$ cat src/rtl/mem_bus_arbiter_if.sv
// Native valid/ready memory bus: one request/completion channel between a master and a slave.
// The master holds valid until ready pulses; rdata is meaningful only in the ready cycle.
interface mem_bus_arbiter_if;
  logic        valid;
  logic [31:0] addr;
  logic [31:0] wdata;
  logic [3:0]  wstrb;
  logic        ready;
  logic [31:0] rdata;

  modport master (output valid, addr, wdata, wstrb, input ready, rdata);
  modport slave  (input valid, addr, wdata, wstrb, output ready, rdata);
endinterface

$ cat src/rtl/mem_bus_arbiter.sv
// Two-master round-robin arbiter with timeout watchdog; 1 cycle arbitration, then combinational pass-through.
// Grant is held until s_ready or timeout; the losing master sees ready=0 and simply waits.
module mem_bus_arbiter #(
  parameter int          TIMEOUT  = 256,
  parameter logic [31:0] ERR_DATA = 32'hDEAD_BEEF,
  parameter int          CNT_W    = 16
) (
  input  logic                      clk,
  input  logic                      reset,
  mem_bus_arbiter_if.slave          m0,
  mem_bus_arbiter_if.slave          m1,
  mem_bus_arbiter_if.master         s,
  output logic [1:0]                grant,
  output logic                      bus_err,
  output logic                      err_master,
  output logic [31:0]               err_addr,
  input  logic                      err_clr
);

  typedef enum logic [1:0] {IDLE, OWN0, OWN1} state_t;

  localparam logic [CNT_W-1:0] CNT_LAST = CNT_W'(TIMEOUT - 1);

  state_t           state;
  logic             last;
  logic [CNT_W-1:0] cnt;

  logic        owned;
  logic        sel;
  logic        cur_valid;
  logic [31:0] cur_addr;
  logic [31:0] cur_wdata;
  logic [3:0]  cur_wstrb;
  logic        timeout_hit;
  logic        done;

  assign owned     = (state != IDLE);
  assign sel       = (state == OWN1);
  assign cur_valid = sel ? m1.valid : m0.valid;
  assign cur_addr  = sel ? m1.addr  : m0.addr;
  assign cur_wdata = sel ? m1.wdata : m0.wdata;
  assign cur_wstrb = sel ? m1.wstrb : m0.wstrb;

  // Slave readiness takes priority over the watchdog in the same cycle.
  assign timeout_hit = (TIMEOUT != 0) && owned && cur_valid && !s.ready && (cnt == CNT_LAST);
  assign done        = owned && cur_valid && (s.ready || timeout_hit);

  assign grant = {state == OWN1, state == OWN0};

  always_comb begin
    s.valid  = 1'b0;
    s.addr   = '0;
    s.wdata  = '0;
    s.wstrb  = '0;
    m0.ready = 1'b0;
    m0.rdata = '0;
    m1.ready = 1'b0;
    m1.rdata = '0;
    if (owned) begin
      s.valid = cur_valid && !timeout_hit;
      s.addr  = cur_addr;
      s.wdata = cur_wdata;
      s.wstrb = cur_wstrb;
      if (sel) begin
        m1.ready = done;
        m1.rdata = timeout_hit ? ERR_DATA : s.rdata;
      end else begin
        m0.ready = done;
        m0.rdata = timeout_hit ? ERR_DATA : s.rdata;
      end
    end
  end

  always_ff @(posedge clk or posedge reset) begin
    if (reset) begin
      state      <= IDLE;
      last       <= 1'b1;
      cnt        <= '0;
      bus_err    <= 1'b0;
      err_master <= 1'b0;
      err_addr   <= '0;
    end else begin
      if (err_clr) bus_err <= 1'b0;
      case (state)
        IDLE: begin
          cnt <= '0;
          if (m0.valid && m1.valid) state <= last ? OWN0 : OWN1;
          else if (m0.valid)        state <= OWN0;
          else if (m1.valid)        state <= OWN1;
        end
        default: begin
          if (!cur_valid) begin
            // Master withdrew its request: release without touching round-robin order.
            state <= IDLE;
            cnt   <= '0;
          end else if (done) begin
            state <= IDLE;
            last  <= sel;
            cnt   <= '0;
            if (timeout_hit) begin
              bus_err    <= 1'b1;
              err_master <= sel;
              err_addr   <= cur_addr;
            end
          end else if (TIMEOUT != 0) begin
            cnt <= cnt + CNT_W'(1);
          end
        end
      endcase
    end
  end

endmodule

$ cat src/flat_wrapper.sv
// flat-port wrapper written by rule: the top's interface ports become plain ports
module mem_bus_arbiter_flat 
#(
  parameter int          TIMEOUT  = 256,
  parameter logic [31:0] ERR_DATA = 32'hDEAD_BEEF,
  parameter int          CNT_W    = 16
)
  (clk, reset, grant, bus_err, err_master, err_addr, err_clr, m0_valid, m0_addr, m0_wdata, m0_wstrb, m0_ready, m0_rdata, m1_valid, m1_addr, m1_wdata, m1_wstrb, m1_ready, m1_rdata, s_valid, s_addr, s_wdata, s_wstrb, s_ready, s_rdata);
  mem_bus_arbiter_if m0_i ();
  mem_bus_arbiter_if m1_i ();
  mem_bus_arbiter_if s_i ();
  input  logic clk;
  input  logic reset;
  output logic [1:0] grant;
  output logic bus_err;
  output logic err_master;
  output logic [31:0] err_addr;
  input  logic err_clr;
  input wire logic [$bits(m0_i.valid)-1:0] m0_valid;
  input wire logic [$bits(m0_i.addr)-1:0] m0_addr;
  input wire logic [$bits(m0_i.wdata)-1:0] m0_wdata;
  input wire logic [$bits(m0_i.wstrb)-1:0] m0_wstrb;
  output wire logic [$bits(m0_i.ready)-1:0] m0_ready;
  output wire logic [$bits(m0_i.rdata)-1:0] m0_rdata;
  input wire logic [$bits(m1_i.valid)-1:0] m1_valid;
  input wire logic [$bits(m1_i.addr)-1:0] m1_addr;
  input wire logic [$bits(m1_i.wdata)-1:0] m1_wdata;
  input wire logic [$bits(m1_i.wstrb)-1:0] m1_wstrb;
  output wire logic [$bits(m1_i.ready)-1:0] m1_ready;
  output wire logic [$bits(m1_i.rdata)-1:0] m1_rdata;
  output wire logic [$bits(s_i.valid)-1:0] s_valid;
  output wire logic [$bits(s_i.addr)-1:0] s_addr;
  output wire logic [$bits(s_i.wdata)-1:0] s_wdata;
  output wire logic [$bits(s_i.wstrb)-1:0] s_wstrb;
  input wire logic [$bits(s_i.ready)-1:0] s_ready;
  input wire logic [$bits(s_i.rdata)-1:0] s_rdata;
  assign m0_i.valid = m0_valid;
  assign m0_i.addr = m0_addr;
  assign m0_i.wdata = m0_wdata;
  assign m0_i.wstrb = m0_wstrb;
  assign m0_ready = m0_i.ready;
  assign m0_rdata = m0_i.rdata;
  assign m1_i.valid = m1_valid;
  assign m1_i.addr = m1_addr;
  assign m1_i.wdata = m1_wdata;
  assign m1_i.wstrb = m1_wstrb;
  assign m1_ready = m1_i.ready;
  assign m1_rdata = m1_i.rdata;
  assign s_valid = s_i.valid;
  assign s_addr = s_i.addr;
  assign s_wdata = s_i.wdata;
  assign s_wstrb = s_i.wstrb;
  assign s_i.ready = s_ready;
  assign s_i.rdata = s_rdata;
  mem_bus_arbiter #(.TIMEOUT(TIMEOUT), .ERR_DATA(ERR_DATA), .CNT_W(CNT_W)) u_core (.clk(clk), .reset(reset), .m0(m0_i), .m1(m1_i), .s(s_i), .grant(grant), .bus_err(bus_err), .err_master(err_master), .err_addr(err_addr), .err_clr(err_clr));
endmodule
$ cat config.mk
export PLATFORM = sky130hd
export DESIGN_NAME = mem_bus_arbiter_flat
export DESIGN_NICKNAME = d
export VERILOG_FILES = /design/src/rtl/mem_bus_arbiter_if.sv /design/src/rtl/mem_bus_arbiter.sv /design/src/flat_wrapper.sv
export SDC_FILE = /design/constraint.sdc
export NUM_CORES = 1
export LEC_CHECK = 0
export BUFFER_PORTS_ARGS = -buffer_cell sky130_fd_sc_hd__buf_2
export CORE_AREA = 2 2 133 135
export DETAILED_ROUTE_END_ITERATION = 16
export DIE_AREA = 0 0 135 137
export GPL_TIMING_DRIVEN = 0
export SYNTH_ARGS = -nofsm -noshare
export SYNTH_HDL_FRONTEND = slang
export SYNTH_SLANG_ARGS = --single-unit
$ cat constraint.sdc
create_clock -name clk -period 2.6 [get_ports clk]
set_clock_uncertainty 0.15 [all_clocks]
set_input_delay 0.26 -clock clk [delete_from_list [all_inputs] [get_ports clk]]
set_output_delay 0.26 -clock clk [all_outputs]
set_load 0.02 [all_outputs]
* After elaboration in Yosys (flattened, before gate mapping) *
Cells that the tools add are included.

word-level totals
  logic and storage cells = 59
  bits in registers = 53
  output and inout port bits = 171
  input bits = 174

cells by class
  equal/unequal tests = 5
  mux-type cells = 32
  $add $sub $neg = 1
  bitwise operators = 1
  reduce and logical (&&, ||, !) cells = 14

operator list
  kind                     number
  $mux W32                 9
  $mux W16                 3
  $add A16 B1 Y16 const B  1
  $eq A16 B8 Y1 const B    1
  $mux W2                  7
  $mux W1                  11
  $mux W4                  2
  $logic_and A1 B1 Y1      6
  $ne A4 B3 Y1 const B     1
  $reduce_and A4 Y1        1
  $ne A3 B3 Y1 const B     1
  $reduce_and A3 Y1        1
  $eq A2 B1 Y1 const B     1
  $eq A2 B2 Y1 const B     1
  $logic_not A1 Y1         2
  $logic_not A2 Y1         1
  $reduce_and A2 Y1        1
  $reduce_bool A2 Y1       1
  $logic_or A1 B1 Y1       1
  $not A1 Y1               1

* Logic depth before layout (Yosys ltp) *
  word-level depth = 10
  gate-level depth with buffers = 7

* Worst setup path before layout *
OpenSTA, ideal clock, no wires.

  path kind = reg2out
  start point = register u_core.cnt[8]
  end point = output m0_ready
  arrival = 2200 ps
  data required time = 2190 ps
  cell stages (with the launch flop) = 7
  buffers on the path = 2
  path slack = -10 ps
  path through = dfrtp_1 or4_1 or4_4 buf_6 or2_4 buf_6 a21oi_2

between the ends
  word-level cells in the longest chain between the ends = 6

ends and longest elaborated chain
  element                 RTL line                RTL
  start, declared         mem_bus_arbiter.sv:26   logic [CNT_W-1:0] cnt;
  start signal, assigned  mem_bus_arbiter.sv:106  cnt <= cnt + CNT_W'(1);
  $eq A16 B8 Y1           mem_bus_arbiter.sv:45   assign timeout_hit = (TIMEOUT != 0) && owned && cur_valid && !s.ready && (cnt == CNT_LAST);
  $logic_and A1 B1 Y1     mem_bus_arbiter.sv:45
  $logic_or A1 B1 Y1      mem_bus_arbiter.sv:46   assign done = owned && cur_valid && (s.ready || timeout_hit);
  $logic_and A1 B1 Y1     mem_bus_arbiter.sv:46
  $mux W1                 mem_bus_arbiter.sv:64   if (sel) begin
  $mux W1                 mem_bus_arbiter.sv:59   if (owned) begin
  end, declared           flat_wrapper.sv:23      output wire logic [$bits(m0_i.ready)-1:0] m0_ready;

No other way between the ends.

* Worst setup path after layout *
  start point = register u_core.cnt[15]
  end point = output m0_rdata[4]

between the ends
  word-level cells in the longest chain between the ends = 5

ends and longest elaborated chain
  element              RTL line               RTL
  $eq A16 B8 Y1        mem_bus_arbiter.sv:45
  $logic_and A1 B1 Y1  mem_bus_arbiter.sv:45
  $mux W32             mem_bus_arbiter.sv:69  m0.rdata = timeout_hit ? ERR_DATA : s.rdata;
  $mux W32             mem_bus_arbiter.sv:64
  $mux W32             mem_bus_arbiter.sv:59
  end, declared        flat_wrapper.sv:24     output wire logic [$bits(m0_i.rdata)-1:0] m0_rdata;

No other way between the ends.

==> results.py <==
metrics = {
    "status": {
        "outcome": "finished with violations",
        "violations": "negative setup slack",
    },
    "die": {
        "die-area_sq_mm": 0.0185,
        "die_y_um": 137,
        "rows": 48,
        "pin_count": 345,
        "initial_core_util_pct": 22.2,
        "chipWidth_um": 135,
        "design.core.area_sq_mm": 0.0171,
    },
    "timing": {
        "fin_crit_ns": 2.98,
        "timing.setup.tns_ns": -20.38,
        "rsz0062_at_grt": "yes",
        "fmax_mhz": 336,
        "setup_slack_ns": -0.379,
        "finalSetupViolCount": 67,
        "period_share_pct": 115,
        "finalMaxSlewViolations": 0,
        "hold_violations": 0,
        "relSlewSlack_pct": 49.7,
        "tightestPinTransition_ns": 0.754,
    },
    "layout": {
        "final_common_cell": "buf_2",
        "nets": 967,
        "layout_common_cells": "buf_2 (280), a22o_1 (68), buf_6 (67)",
        "drive_gt1_share_pct": 54.4,
        "area_growth_pct": 79.5,
    },
    "power": {
        "power_frac_comb_pct": 68.0,
        "p_leak_nw": 3.48,
        "powerDensity_mw_per_mm2": 754,
        "power_frac_seq_pct": 17.0,
        "finalPower_mw": 5.13,
        "vdd_ir_drop_max_v": 0.000338,
        "clkPwrFrac_pct": 15.0,
        "p_switching_mw": 2.39,
        "cell_internal_pwr_mw": 2.74,
        "swShare_pct": 46.6,
    },
    "routing": {
        "drc": 0,
        "vias_per_cell": 4.83,
        "postRouteAntennaNets": 0,
        "vias": 4922,
        "wl_per_cell_um": 19.5,
        "drt_first_pass_iters": 4,
        "dr.first_iter.drc_count": 225,
        "finalWirelength_um": 19900,
    },
    "worst_setup_path": {
        "startpoint_type": "flop",
        "critPathKind": "reg -> out",
        "cp-end-kind": "output pin",
        "worst_ep_arrival_time_ns": 2.57,
        "worstPathRequired_ns": 2.19,
        "path_max_fanout": 5,
    },
    "clock_network": {
        "clkLatencyLatePin_ns": 0.29,
        "cts_tree": "yes",
        "clk_path_buf_depth": 2,
        "numClockSinks": 53,
        "numCtsBuffers": 5,
        "clk_pin_slew_ns": 0.08,
        "cts_root_buf": "clkbuf_16",
        "h-tree-depth": 2,
    },
    "min_path": {
        "hp-class": "in -> reg",
    },
    "synth": {
        "avgSynthCellArea_sq_um": 9.02,
        "synth-seq-cells": 53,
        "syn_area_sq_mm": 0.00379,
        "synthDistinctLibCells": 37,
        "ys_seq_area_share_pct": 35.0,
        "synth.yosys.warnings": 0,
        "syn_nets": 595,
        "netlist_instances": 420,
    },
    "place": {
        "gp_congestion": 0.871,
        "dp_hpwl_um": 15200,
        "port_buffers": 344,
    },
    "global_route": {
        "grt_antenna_before_repair": 1,
        "grt_first_pass_wirelength_um": 26600,
        "grt_pass1_vias": 4433,
        "grt_max_degree": 32,
        "overflow": 0,
        "track_usage_pct": 19.0,
    },
    "job": {
        "drv_cap": 0,
    },
}
[final timing paths]
check                           slack [ns]  cells after the start           start             endpoint
worst max register to register        0.03                      8  u_core.cnt[15]    u_core.err_master
worst max-delay path                 -0.38                      7  u_core.cnt[15]          m0_rdata[4]
worst min register to register        0.34                      1   u_core.cnt[0]        u_core.cnt[0]
worst min-delay path                  0.10                      3     m0_addr[26]  u_core.err_addr[26]
min in group asynchronous             0.40                      3           reset   u_core.err_addr[7]
max in group asynchronous             1.27                      4           reset          u_core.last
[cell families after synthesis]
group / share of synthesized area (%)
xor+xnor: 3.24
simple gates: 10.1
buf+inv: 7.10
compound gates: 35.4
flops: 35.0
mux: 8.75
fa+ha+maj: 0.330
[state kept, by name (all words and copies together), names as in the netlist]
name               flops
u_core.bus_err         1
u_core.cnt            16
u_core.err_addr       32
u_core.err_master      1
u_core.last            1
u_core.state           2
[through the flow]
stage / worst slack, ns / cells / cell area, sq um / util, % / hold WS, ns
floorplan: 0.0104 / 420 / 3800 / - / 0.191
global placement: -0.494 / 989 / 5800 / 34.0 / 0.290
detailed placement: -0.487 / 990 / 5820 / 34.1 / 0.189
CTS: -0.437 / 1012 / 6350 / 37.3 / 0.0933
global route: -0.455 / 1019 / 6800 / 39.9 / 0.112
finish: -0.379 / 1019 / 6800 / 39.9 / 0.102
[critical path: stages, from the launching register on]
cell and delay [ns]:
dfrtp_1 0.39, or4_4 0.52, or4_4 0.50, buf_8 0.15
or2_4 0.28, buf_6 0.15, and3_4 0.17, buf_6 0.12
[synth_stat cells (all sizes together)]
library cell | count | area (sq um)
o21bai | 1 | 7.51
buf | 16 | 119
a21o | 1 | 7.51
mux2 | 1 | 11.3
nand3b | 2 | 15.0
dfstp | 1 | 26.3
nor3 | 5 | 25.0
or2 | 1 | 8.76
xnor2 | 13 | 114
nand3 | 5 | 25.0
mux2i | 32 | 320
or4 | 3 | 26.3
o21ai | 67 | 335
nor2b | 3 | 18.8
o21a | 48 | 360
and3 | 16 | 100
and2 | 1 | 6.26
nand4 | 4 | 25.0
clkbuf | 31 | 116
ha | 1 | 12.5
o22ai | 1 | 6.26
xor2 | 1 | 8.76
nor4 | 3 | 18.8
inv | 9 | 33.8
nor2 | 21 | 81.3
a21oi | 5 | 28.8
or2b | 1 | 7.51
a22o | 68 | 596
nand2 | 7 | 26.3
dfrtp | 52 | 1300
[per-layer routing]
metal / global-route usage [%] / vias to the layer above / part of all wire, %
met5: 0 / - / 0
met1: 23.5 / 2409 / 41
li1: - / 2308 / -
met2: 33.3 / 187 / 51
met4: 4.69 / 0 / 1.4
met3: 4.37 / 18 / 6.3
[power groups by stage]
stage / clock network, mW / registers, mW / logic [mW]
global route: 0.833 / 0.875 / 3.66
detailed placement: 0 / 0.888 / 3.09
finish: 0.771 / 0.871 / 3.49
CTS: 0.798 / 0.871 / 3.26
floorplan: 0 / 0.882 / 1.99
global placement: 0 / 0.887 / 3.10
[final cells by class]
cell class	instances	area, sq um
antenna	1	2.50
clock inverter	2	38.8
timing repair buffer	366	2330
buffer	46	319
tap	225	282
clock buffer	6	129
sequential	53	1330
multi-input combinational	311	2330
fill	1757	10300
inverter	9	33.8
[timing repair]
item,in CTS,in global routing
cloned,1,3
endpoints found under the setup margin,127,135
hold buffers,2,0
resized for setup,83,124
setup buffers,11,5
hold endpoints to repair,23,0
pin swaps,21,5
Note: power is estimated with default switching activity, not from simulation.
